**config.mk**
```make
export PLATFORM = sky130hd
export DESIGN_NAME = tl_rr_arbiter
export DESIGN_NICKNAME = d
export VERILOG_FILES = /design/src/rtl/tl_rr_arbiter.sv
export SDC_FILE = /design/constraint.sdc
export NUM_CORES = 1
export LEC_CHECK = 0
export ABC_AREA = 1
export CAP_MARGIN = 20
export CORE_UTILIZATION = 43
export DETAILED_ROUTE_END_ITERATION = 7
export PLACE_DENSITY = 0.78
export SLEW_MARGIN = 10
export SYNTH_ARGS = -nofsm -noshare
export SYNTH_HDL_FRONTEND = slang
export SYNTH_SLANG_ARGS = --single-unit
```
**constraint.sdc**
```tcl
create_clock -name clk -period 1.7 [get_ports clk]
set_input_delay 0.34 -clock clk [delete_from_list [all_inputs] [get_ports clk]]
set_output_delay 0.34 -clock clk [all_outputs]
set_load 0.02 [all_outputs]
```
**src/rtl/tl_rr_arbiter.sv**
```systemverilog
// tl_rr_arbiter: N-master TileLink Channel A / Channel C request arbiter.
// Channel C outranks Channel A. Each channel keeps its own round-robin
// pointer. Once a master is granted, the grant is held until that master's
// last beat is accepted. Every message is followed by one idle bubble cycle.
// Optional anti-starvation for Channel A is enabled by defining the macro
// TIDC_ARB_STARVE_EN. Without it, C strictly outranks A.
module tl_rr_arbiter #(
  parameter int NUM_MASTERS  = 4,
  parameter int ID_W         = $clog2(NUM_MASTERS),
  parameter int STARVE_LIMIT = 8
) (
  input  logic                     clk,
  input  logic                     rst_n,
  input  logic [NUM_MASTERS-1:0]   a_valid_i,
  input  logic [3*NUM_MASTERS-1:0] a_opcode_i,
  input  logic [NUM_MASTERS-1:0]   a_last_i,
  output logic [NUM_MASTERS-1:0]   a_ready_o,
  input  logic [NUM_MASTERS-1:0]   c_valid_i,
  input  logic [3*NUM_MASTERS-1:0] c_opcode_i,
  input  logic [NUM_MASTERS-1:0]   c_last_i,
  output logic [NUM_MASTERS-1:0]   c_ready_o,
  output logic                     arb_valid,
  output logic [1:0]               arb_channel,
  output logic [ID_W-1:0]          arb_master_id,
  output logic [NUM_MASTERS-1:0]   arb_master_oh,
  output logic [2:0]               arb_opcode,
  output logic                     arb_beat,
  input  logic                     arb_ready,
  output logic                     arb_busy
);

  if (NUM_MASTERS < 2 || STARVE_LIMIT < 1 || STARVE_LIMIT > 255) begin : g_param_err
    $error("tl_rr_arbiter: illegal parameter value");
  end

  typedef enum logic {S_IDLE, S_LOCKED} state_e;

  state_e                 state_q;
  logic                   chan_q;      // 0 = A, 1 = C
  logic [ID_W-1:0]        id_q;
  logic [NUM_MASTERS-1:0] oh_q;
  logic [ID_W-1:0]        ptr_a_q;
  logic [ID_W-1:0]        ptr_c_q;

  logic                   any_a;
  logic                   any_c;
  logic                   pick_c;
  logic [ID_W-1:0]        grant_id;
  logic                   locked;
  logic                   sel_valid;
  logic                   sel_last;
  logic                   accept;

  logic [2:0] a_op [NUM_MASTERS];
  logic [2:0] c_op [NUM_MASTERS];

  for (genvar g = 0; g < NUM_MASTERS; g++) begin : g_op
    assign a_op[g] = a_opcode_i[3*g +: 3];
    assign c_op[g] = c_opcode_i[3*g +: 3];
  end

  // First requester found scanning upward from ptr+1, wrapping modulo N.
  function automatic logic [ID_W-1:0] rr_pick(input logic [NUM_MASTERS-1:0] req,
                                              input logic [ID_W-1:0]        ptr);
    logic [ID_W-1:0] sel;
    logic            found;
    int              idx;
    sel   = '0;
    found = 1'b0;
    for (int k = 1; k <= NUM_MASTERS; k++) begin
      idx = (int'(ptr) + k) % NUM_MASTERS;
      if (!found && req[idx]) begin
        sel   = ID_W'(idx);
        found = 1'b1;
      end
    end
    return sel;
  endfunction

  assign any_a = |a_valid_i;
  assign any_c = |c_valid_i;

`ifdef TIDC_ARB_STARVE_EN
  logic [7:0] starve_q;
  logic [7:0] starve_d;
  logic       force_a;

  assign force_a = (starve_q == 8'(STARVE_LIMIT)) && any_a;
  assign pick_c  = any_c && !force_a;

  // Starvation counter: counts C grants made while A waits, saturating; any A grant clears it.
  always_comb begin
    starve_d = starve_q;
    if (state_q == S_IDLE && (any_a || any_c)) begin
      if (!pick_c) begin
        starve_d = '0;
      end else if (any_a && starve_q < 8'(STARVE_LIMIT)) begin
        starve_d = starve_q + 8'd1;
      end
    end
  end

  // Starvation counter register.
  always_ff @(posedge clk) begin
    if (!rst_n) starve_q <= '0;
    else        starve_q <= starve_d;
  end
`else
  assign pick_c = any_c;
`endif

  assign grant_id = pick_c ? rr_pick(c_valid_i, ptr_c_q) : rr_pick(a_valid_i, ptr_a_q);

  assign locked    = (state_q == S_LOCKED);
  assign sel_valid = chan_q ? c_valid_i[id_q] : a_valid_i[id_q];
  assign sel_last  = chan_q ? c_last_i[id_q]  : a_last_i[id_q];
  assign arb_beat  = locked && sel_valid;
  assign accept    = arb_beat && arb_ready;

  // oh_q is zero outside LOCKED, so the ready vectors need no extra state gating.
  assign a_ready_o = (accept && !chan_q) ? oh_q : '0;
  assign c_ready_o = (accept &&  chan_q) ? oh_q : '0;

  assign arb_valid     = locked;
  assign arb_busy      = locked;
  assign arb_channel   = {1'b0, chan_q};
  assign arb_master_id = id_q;
  assign arb_master_oh = oh_q;
  assign arb_opcode    = chan_q ? c_op[id_q] : a_op[id_q];

  // Grant FSM: arbitrate in IDLE, hold the grant until the last beat is accepted.
  always_ff @(posedge clk) begin
    if (!rst_n) begin
      state_q <= S_IDLE;
      chan_q  <= 1'b0;
      id_q    <= '0;
      oh_q    <= '0;
      ptr_a_q <= ID_W'(NUM_MASTERS - 1);
      ptr_c_q <= ID_W'(NUM_MASTERS - 1);
    end else begin
      case (state_q)
        S_IDLE: begin
          if (any_a || any_c) begin
            state_q <= S_LOCKED;
            chan_q  <= pick_c;
            id_q    <= grant_id;
            oh_q    <= NUM_MASTERS'(1) << grant_id;
          end
        end
        S_LOCKED: begin
          if (accept && sel_last) begin
            state_q <= S_IDLE;
            oh_q    <= '0;
            if (chan_q) ptr_c_q <= id_q;
            else        ptr_a_q <= id_q;
          end
        end
        default: state_q <= S_IDLE;
      endcase
    end
  end

endmodule

```
Word-level counts from Yosys, hierarchy flattened
Cells that the tools add are included.
{"block": "classes", "n_addsub": 8, "order_cmp": 10, "n_eq_ne": 2, "n_shift": 1, "n_mux": 64, "bitwise_logic": 11, "n_reduce_logical": 33}
{"op": "< comparator 3 x 4 -> 1 bit (second input constant)", "count": 8}
{"op": "two-way mux 1 bit", "count": 30}
{"op": "binary-select mux 1 bit (select 2 bit)", "count": 12}
{"op": "two-way mux 2 bit", "count": 9}
{"op": "two-way mux 4 bit", "count": 4}
{"op": "OR reduction 2 bit", "count": 8}
{"op": "two-way mux 3 bit", "count": 5}
{"op": "binary-select mux 3 bit (select 2 bit)", "count": 2}
{"op": "logical AND 1 bit", "count": 11}
{"op": "adder 2 x 1 -> 2 bit (second input constant)", "count": 4}
{"op": "adder 2 bit (second input constant)", "count": 4}
{"op": "bitwise AND 1 bit (first input constant)", "count": 8}
{"op": "one-hot mux 4 bit (2 select lines)", "count": 1}
{"op": "OR reduction 4 bit", "count": 2}
{"op": "logical NOT 1 bit", "count": 7}
{"op": "AND reduction 3 bit", "count": 2}
{"op": "AND reduction 2 bit", "count": 2}
{"op": "<< shifter 1 x 2 -> 4 bit (first input constant)", "count": 1}
{"op": "greater-or-equal comparator 3 bit (second input constant)", "count": 1}
{"op": "< comparator 2 x 3 -> 1 bit (second input constant)", "count": 1}
{"op": "inverter 2 -> 3 bit", "count": 1}
{"op": "!= test 2 x 1 -> 1 bit (second input constant)", "count": 1}
{"op": "!= test 2 bit (second input constant)", "count": 1}
{"op": "inverter 1 bit", "count": 2}
{"op": "other kinds (2)", "count": 2}
{"block": "word_totals", "reg_bits": 12, "out_inout_bits": 22, "word_cells": 135}

Depth between registers and ports, before layout
{"block": "logic_depth", "word_depth": 20, "ltp_mapped": 15, "ltp_nobuf": 14}

Least setup slack after synthesis
OpenSTA, ideal clock, no wires.
{"block": "synth_timing", "kind": "register to output", "startpoint": "reg id_q[0], in the netlist arb_master_id[0]", "endpoint": "out arb_opcode[0]", "arrival_time_ns": 1.586, "slack_ns": -0.226, "path_stages_with_launch": 8, "n_path_buf": 3, "path_cell_list": "dfxtp_1 -> buf_2 -> buf_4 -> buf_2 -> nor2_1 -> nor2_1 -> o21ai_0 -> a31oi_1"}
{"block": "synth_via", "elab_chain_len": 5}
{"element": "start: declaration", "line": "40", "rtl": "logic [ID_W-1:0] id_q;"}
{"element": "start signal: assignment", "line": "146", "rtl": "id_q <= grant_id;"}
{"element": "inverter 2 -> 3 bit (not written as such) (*)", "line": "129", "rtl": "assign arb_opcode = chan_q ? c_op[id_q] : a_op[id_q];"}
{"element": "binary-select mux 3 bit (select 2 bit)", "line": "129"}
{"element": "two-way mux 3 bit (not written as such) (2 in a row)", "line": "129"}
{"element": "two-way mux 3 bit (*)", "line": "129"}
{"element": "end: declaration", "line": "26", "rtl": "output logic [2:0] arb_opcode,"}
Every way passes the cells marked *; elsewhere a longest branch is shown, timed or not. The select of a mux whose other input is x is not followed.

Worst setup path after layout
{"block": "layout_timing", "startpoint": "reg id_q[0], in the netlist arb_master_id[0]", "endpoint": "out c_ready_o[2]"}
{"block": "layout_via", "elab_chain_len": 7}
{"element": "binary-select mux 1 bit (select 2 bit)", "line": "115", "rtl": "assign sel_valid = chan_q ? c_valid_i[id_q] : a_valid_i[id_q];"}
{"element": "two-way mux 1 bit (not written as such)", "line": "115"}
{"element": "two-way mux 1 bit (*)", "line": "115"}
{"element": "logical AND 1 bit (*)", "line": "117", "rtl": "assign arb_beat = locked && sel_valid;"}
{"element": "logical AND 1 bit (*)", "line": "118", "rtl": "assign accept = arb_beat && arb_ready;"}
{"element": "logical AND 1 bit (*)", "line": "122", "rtl": "assign c_ready_o = (accept && chan_q) ? oh_q : '0;"}
{"element": "two-way mux 4 bit (*)", "line": "122"}
{"element": "end: declaration", "line": "21", "rtl": "output logic [NUM_MASTERS-1:0] c_ready_o,"}
Marked as above.

==> results.yml <==
outcome:
  status: "finished, violations left"
  violations: "negative setup slack"
critical_path:
  r2r_start: "arb_master_id[0]"
  rr_endpoint: "arb_master_oh[1]"
  crit_type: "register to output pin"
  cp-start-kind: "register"
  cp.arrival_ns: 1.79
  cp-end-kind: "output pin"
  worstPathMaxFanout: 5
  reg2reg_slack_ns: -0.32
  r2r_cells: 16
  cp.required_ns: 1.36
clock_network:
  htreeDepth: 1
  cts-root-buf: "clkbuf_4"
  ctsLongestPathBuffers: 2
  cts.clk_slew.worst_paths_ns: 0.08
  insertion_delay_ns: 0.27
  cts.sink_count: 12
  cts_tree: "done"
  cts_hold_buf: 0
  numCtsBuffers: 3
final_layout:
  multiInputGateArea_um2: 1234
  layout_common_cells: "nand2_1, buf_4, clkdlybuf4s50_1"
  drive_gt1_share_pct: 37.60
  nets: 435
  antennaDiodeCount: 0
  final_area_um2: 2778
  synthToLayoutAreaGrowth_pct: 80.34
  layout_commonest_cell: "nand2_1"
  regArea_um2: 250.2
  num-fill-cells: 215
floorplan:
  die_w_um: 61.85
  die_h_um: 61.85
  io_pins: 65
  row_count: 21
  core-area_um2: 3390
  start_util_pct: 45.44
  die-area_um2: 3825
grt:
  grt.total_usage_pct: 28.78
  antenna_found_initial: 0
  grt_pass1_wl_um: 8280
  grt_max_degree: 13
  grt_pass1_vias: 1974
  grt_overflow: 0
power:
  vdd_drop_max_mv: 0.3876
  power_w: 0.001490
  p_per_area_nw_per_um2: 536.5
  p_leak_nw: 1.346
routing:
  wl_per_cell_um: 13.74
  detail_route.wirelength_um: 6004
  viasPerCell: 5.286
  vias: 2310
  dr.pass1.iters: 5
  ant_nets: 0
  drtIter0Drc: 137
  drc: 0
min_path:
  min_to: "ptr_c_q[0]"
  worst_hold_path_type: "register to register"
  min_delay_path_depth: 2
  hold_start: "ptr_c_q[0]"
timing:
  post-route-period-util_pct: 125.0
  setup_viol: 21
  drv_slew: 0
  hold_violations: 0
  finalWorstSetupSlack_ns: -0.4258
  grt_setup_unrepaired: "true"
  fin_skew_ns: 0.003783
  maxClockFrequency_mhz: 470.4
  timing.final.crit_period_ns: 2.126
place:
  port_buffers: 63
  dp_hpwl_um: 3864
  place.gp.congestion: 0.8521
  place_area_um2: 2442
synthesis:
  yosysUniqueCellTypes: 26
  netlist_instances: 286
  yosysWarnings: 0
  ys_seq_area_share_pct: 15.60
  synth.top_cell.area_share_pct: 20.47
  postSynthRegisterBits: 12
  synth_area_leader_cell: "nand2_1"
  synth.top_cells.by_area: "nand2_1, dfxtp_1, nor2_1, nand3_1, nand2_2"
  syn_area_per_cell_um2: 5.385
  syn-num-nets: 329
  mappedNetlistArea_um2: 1540
flow_run:
  cap_violations: 0
## per-layer routing
| layer | routed length, um | up-vias | global-route usage [%] |
|---|---|---|---|
| met5 | 0 | - | 0 |
| met2 | 2965 | 117 | 54.53 |
| met3 | 428 | 25 | 4.969 |
| met1 | 2383 | 1038 | 32.79 |
| li1 | - | 1130 | - |
| met4 | 225 | 0 | 8.254 |
## worst max-delay path by stage
stage,end,slack (ns),startpoint
floorplan,c_ready_o[0],-0.008,arb_master_id[0]
global placement,c_ready_o[2],-0.98,a_valid_i[0]
detailed placement,c_ready_o[3],-1.04,c_valid_i[0]
CTS,c_ready_o[2],-0.32,arb_master_id[0]
global route,c_ready_o[2],-0.49,arb_master_id[0]
finish,c_ready_o[2],-0.43,arb_master_id[0]
## kinds of logic (layout without fill, tap and decap cells)
group / Yosys count / after routing / share of synthesized area [%]
AOI/OAI and AO/OA: 41 / 41 / 14.46
buffers and inverters: 43 / 148 / 13.89
other: 1 / 1 / 0.2435
DFF: 12 / 12 / 15.60
and+or+nand+nor: 189 / 189 / 55.81
## stage by stage
step	setup slack, ns	setup TNS [ns]	std cells	hold slack, ns	utilization, %
floorplan	-0.008335	-0.04152	286	0.4246	-
global placement	-0.9848	-14.13	417	0.4964	72.06
detailed placement	-1.043	-14.91	417	0.4968	72.06
CTS	-0.3197	-3.440	435	0.5101	78.74
global route	-0.4903	-7.916	437	0.5307	81.95
finish	-0.4258	-6.090	437	0.5076	81.95
## worst max-delay path, stage by stage (launching register included)
cell and delay (ns):
dfxtp_4 0.37, buf_6 0.14, o21ai_4 0.12, nand4_1 0.15
a21boi_2 0.26, nand2_2 0.17, nor2_2 0.17, buf_6 0.13
## flip-flops by register name, indices dropped and copies added, names as in the netlist
| signal | cells |
|---|---|
| ptr_c_q | 2 |
| chan_q | 1 |
| arb_master_id | 2 |
| ptr_a_q | 2 |
| arb_master_oh | 4 |
| arb_busy | 1 |
## power by group
part	switching (W)	total [W]	internal (W)
combinational	0.000485	0.000927	0.000442
sequential	0.0000281	0.000332	0.000304
clock	0.000102	0.000232	0.000130
total	0.000615	0.00149	0.000875
## what timing repair did
action	4_1_cts	5_1_grt
gates cloned	1	0
endpoints found under the setup margin	27	23
pin swaps	26	17
buffers inserted	13	4
gates resized for setup	129	28
## cell usage after synthesis, drive strengths merged
library cell  count
a21boi            2
a21oi            11
a31oi             3
buf              12
clkbuf            1
clkinv            4
conb              1
dfxtp            12
inv              26
nand2           104
nand3            31
nand4            10
nor2             44
o211ai            1
o21ai            20
o21bai            1
o22ai             3
## final cells by class
| type | count | area share, % |
|---|---|---|
| multi-input cells | 231 | 44.41 |
| repair buffers | 114 | 38.87 |
| flip-flops and latches | 12 | 9.009 |
| inverters | 30 | 4.324 |
| well taps | 46 | 2.072 |
| clock buffers | 4 | 1.306 |
No activity file was read; power rests on OpenSTA's default activity.
